## src/rtl/branch_flag_gen.sv

```systemverilog
// Multi-cycle A-B (or A-0) comparator producing Zero/Sign/OverFlow branch flags.
// Subtracts STEP bits per cycle LSB-first; flags are held between operations.
module branch_flag_gen #(
  parameter int WIDTH = 32,
  parameter int STEP  = 8
) (
  input  logic             clk,
  input  logic             rst,
  input  logic             start,
  input  logic [WIDTH-1:0] A,
  input  logic [WIDTH-1:0] B,
  input  logic [5:0]       OP,
  output logic             busy,
  output logic             done,
  output logic             Zero,
  output logic             Sign,
  output logic             OverFlow
);

  localparam int N     = WIDTH / STEP;
  localparam int CNT_W = (N > 1) ? $clog2(N) : 1;
  localparam logic [CNT_W-1:0] LAST = CNT_W'(N - 1);

  typedef enum logic {IDLE, RUN} state_t;

  state_t           state, state_nxt;
  logic [CNT_W-1:0] cnt;
  logic [WIDTH-1:0] a_sh, b_sh;
  logic             carry, zacc;
  logic [STEP:0]    s;
  logic             cin_msb, chunk_zero, last, two_op;

  function automatic logic [STEP:0] chunk_sub(input logic [STEP-1:0] a,
                                              input logic [STEP-1:0] b,
                                              input logic            cin);
    chunk_sub = {1'b0, a} + {1'b0, ~b} + {{STEP{1'b0}}, cin};
  endfunction

  always_comb begin
    s          = chunk_sub(a_sh[STEP-1:0], b_sh[STEP-1:0], carry);
    // Carry into the chunk MSB recovered from sum = a ^ ~b ^ cin.
    cin_msb    = s[STEP-1] ^ a_sh[STEP-1] ^ ~b_sh[STEP-1];
    chunk_zero = (s[STEP-1:0] == '0);
    last       = (cnt == LAST);
    two_op     = (OP == 6'b000100) || (OP == 6'b000101);
  end

  always_ff @(posedge clk) begin
    if (rst) state <= IDLE;
    else     state <= state_nxt;
  end

  always_comb begin
    state_nxt = state;
    case (state)
      IDLE:    if (start) state_nxt = RUN;
      RUN:     if (last)  state_nxt = IDLE;
      default: state_nxt = IDLE;
    endcase
  end

  // Control and flag registers
  always_ff @(posedge clk) begin
    if (rst) begin
      busy     <= 1'b0;
      done     <= 1'b0;
      Zero     <= 1'b0;
      Sign     <= 1'b0;
      OverFlow <= 1'b0;
      cnt      <= '0;
    end else begin
      done <= 1'b0;
      case (state)
        IDLE: if (start) begin
          busy <= 1'b1;
          cnt  <= '0;
        end
        RUN: begin
          cnt <= last ? '0 : cnt + 1'b1;
          if (last) begin
            busy     <= 1'b0;
            done     <= 1'b1;
            Zero     <= zacc & chunk_zero;
            Sign     <= s[STEP-1];
            OverFlow <= cin_msb ^ s[STEP];
          end
        end
        default: ;
      endcase
    end
  end

  // Datapath: operands, running carry and zero accumulator
  always_ff @(posedge clk) begin
    case (state)
      IDLE: if (start) begin
        a_sh  <= A;
        b_sh  <= two_op ? B : '0;
        carry <= 1'b1;
        zacc  <= 1'b1;
      end
      RUN: begin
        a_sh  <= a_sh >> STEP;
        b_sh  <= b_sh >> STEP;
        carry <= s[STEP];
        zacc  <= zacc & chunk_zero;
      end
      default: ;
    endcase
  end

endmodule

```

## config.mk

```make
export PLATFORM = sky130hd
export DESIGN_NAME = branch_flag_gen
export DESIGN_NICKNAME = d
export VERILOG_FILES = /design/src/rtl/branch_flag_gen.sv
export SDC_FILE = /design/constraint.sdc
export NUM_CORES = 1
export LEC_CHECK = 0
export ABC_AREA = 1
export CAP_MARGIN = 15
export CORE_ASPECT_RATIO = 2
export CORE_MARGIN = 2
export CORE_UTILIZATION = 45
export DETAILED_ROUTE_END_ITERATION = 6
export PLACE_DENSITY_LB_ADDON = 0.1
export SYNTH_ARGS = -nofsm -noshare
export SYNTH_HDL_FRONTEND = slang
export SYNTH_SLANG_ARGS = --single-unit
```

## constraint.sdc

```tcl
create_clock -name clk -period 2.1 [get_ports clk]
set_input_delay 0.315 -clock clk [delete_from_list [all_inputs] [get_ports clk]]
set_output_delay 0.315 -clock clk [all_outputs]
set_load 0.05 [all_outputs]
```

==> results.py <==
metrics = {
    "yosys": {
        "synth_top_area_share_pct": 56.67,
        "async_reset_ff_share_pct": 0,
        "synth_edf_count": 66,
        "synth_area_leaders": "edfxtp_1 (57%), nand2_1 (13%), inv_1 (7.0%), dfxtp_1 (4.6%), o21ai_0 (3.6%)",
        "yosysWarnings": 0,
        "synth-seq-cells": 74,
        "synth.largest_area_cell": "edfxtp_1",
        "syn_nets": 456,
        "synthDistinctLibCells": 23,
        "synth.yosys.seq_area_share_pct": 61.25,
        "yosysMostFrequentCell": "nand2_1",
        "syn_avg_cell_area_um2": 9.376,
        "synth_common_cells": "nand2_1 (125), edfxtp_1 (66), inv_1 (65), nor2_1 (29), o21ai_0 (25)",
        "synth_area_um2": 3497,
        "netlist_instances": 373,
        "ys.flop_type": "edfxtp_1",
    },
    "final_layout": {
        "post-route-util_pct": 61.82,
        "final_area_um2": 4664,
        "n_antenna_cell": 0,
        "nNetsFinal": 538,
        "final_cells": 553,
        "drive_above_1_share_pct": 7.190,
        "area_delta_synth_final_pct": 33.38,
    },
    "route": {
        "dr.pass1.iters": 4,
        "viasPerCell": 4.678,
        "drt-initial-drc-count": 104,
        "final_antenna_net_count": 0,
        "vias": 2587,
        "wl_per_cell_um": 11.90,
        "drc": 0,
        "routed_wl_um": 6583,
    },
    "clocking": {
        "cts_made_buffers": 9,
        "cts-root-buf": "clkbuf_16",
        "path_clk_slew_ns": 0.06,
        "cts_tree": "built",
        "clock_latency_ns": 0.32,
        "numClockSinks": 74,
        "htree_levels": 3,
        "clockBufferDepth": 2,
    },
    "timing": {
        "finalWorstSetupSlack_ns": 0.02913,
        "max_freq_ghz": 0.4829,
        "relSlewSlack_pct": 67.06,
        "setup_viol": 0,
        "hold_violations": 0,
        "rsz0062_at_grt": "yes",
        "post-route-period-util_pct": 98.61,
        "min_period_ns": 2.071,
        "tightest_slew_ns": 0.4925,
        "slew_viol_final": 0,
        "setup_tns_ns": 0,
        "skew_ns": 0.005505,
    },
    "global_routing": {
        "overflow": 0,
        "first_global_vias": 2471,
        "grt_use_total_pct": 16.91,
        "antenna_found_initial": 0,
        "grt_pass1_wl_um": 10760,
        "grt_max_degree": 67,
    },
    "critical_path": {
        "start_kind": "flip-flop",
        "slowest_stage": "fa_2",
        "crit_path_max_incr_delay_ns": 0.43,
        "critPathTopFamily": "adder cells",
        "crit_arrival_ns": 2.14,
        "critical_path_buf_inv_count": 2,
        "endpoint_kind": "flip-flop",
        "worstPathMaxFanout": 3,
        "critPathKind": "reg2reg",
        "required_ns": 2.17,
        "path_cells": "inv_2, fa_2, fa_2, o21ai_4, xor2_1, inv_1, nand2_2, nor2_2, nand2_1, nand2_1",
    },
    "hold_path": {
        "min_path_type": "reg2reg",
    },
    "placement": {
        "routabilityCongestion": 0.8055,
        "dpl_cell_area_um2": 4388,
        "pre_cts_ws_ns": -0.05870,
        "portBuffers": 76,
        "dp_hpwl_um": 4743,
        "dp.cells": 537,
    },
    "floorplanning": {
        "rows": 45,
        "die-area_um2": 8535,
        "die_w_um": 66.34,
        "io_pins": 78,
        "initial_core_util_pct": 46.35,
        "design.core.area_um2": 7545,
        "die_h_um": 128.7,
    },
    "power_and_ir_drop": {
        "peakVddDrop_mv": 0.5576,
        "power_density_nw_per_um2": 796.3,
        "power.leakage_uw": 0.002103,
    },
    "run_status": {
        "status": "finished clean",
    },
    "run": {
        "maxCapViolCount": 0,
    },
}
routing by layer:
layer	vias up	global-route usage (%)	share of wire [%]
met2	66	29.59	57
met1	1171	18.37	36
met4	0	9.604	2.8
met3	10	3.584	4.3
met5	-	0	0
li1	1340	-	-
cell usage in the layout (no fill, tap or decap), types with 5 or more instances in the layout:
cell type,n
nand2_1,124
clkdlybuf4s50_1,76
edfxtp_1,66
inv_1,63
nor2_1,28
o21ai_0,25
clkbuf_16,9
nand3_1,8
ha_1,8
dfxtp_1,7
a21oi_1,7
buf_4,6
xor2_1,5
nand2_2,5
worst paths after layout:
check,startpoint,endpoint,slack (ns),depth (start not counted)
setup / recovery,carry$_SDFFCE_PN1P_,zacc$_SDFFCE_PN1P_,0.03,10
hold / removal,OverFlow$_SDFFE_PP0P_,OverFlow$_SDFFE_PP0P_,0.46,2
setup reg to reg,carry$_SDFFCE_PN1P_,zacc$_SDFFCE_PN1P_,0.03,10
hold reg to reg,OverFlow$_SDFFE_PP0P_,OverFlow$_SDFFE_PP0P_,0.46,2
final cells by class:
cell class,count,area [um^2]
clock buffers,10,229.0
clock inverters,5,22.52
fillers,672,2880
inverters,66,251.5
multi-input cells,221,1075
flip-flops and latches,74,2143
well taps,94,117.6
repair buffers,83,825.8
per-stage QoR:
stage               total power (uW)  hold WS [ns]
CTS                             3732        0.4723
detailed placement              2425        0.4618
floorplan                       2178        0.3841
global route                    3902        0.4756
finish                          3714        0.4625
global placement                2407        0.4528
worst reg2reg max path, cell delays in order (launching register included):
cell and delay, ns:
edfxtp_1 0.35, inv_2 0.05, fa_2 0.41, fa_2 0.44, o21ai_4 0.17, xor2_1 0.15, inv_1 0.06, nand2_2 0.06
nor2_2 0.04, nand2_1 0.06, nand2_1 0.04
power breakdown:
part           switching (uW)  internal (uW)  total [uW]
combinational             322            288         610
sequential               45.6           1750        1800
clock                     528            777        1310
cell families after synthesis:
logic type | share of synthesized area [%]
XOR/XNOR | 1.252
AND/OR/NAND/NOR | 18.96
AO/OA/AOI/OAI | 6.011
buffers and inverters | 8.515
adder cells (fa/ha/maj) | 4.007
flip-flops | 61.25
sequential cells by signal (all words and copies together), names as in the netlist:
register	flops
a_sh	32
Zero	1
b_sh	32
carry	1
cnt	2
done	1
busy	1
state	1
zacc	1
Sign	1
OverFlow	1
repair_timing:
action | 4_1_cts | 5_1_grt
setup buffers | 0 | 1
pin swaps | 0 | 8
gates resized for setup | 1 | 5
hold buffers | 0 | 0
cloned | 0 | 0
endpoints found under the setup margin | 2 | 2
Note: power is estimated with default switching activity, not from simulation.
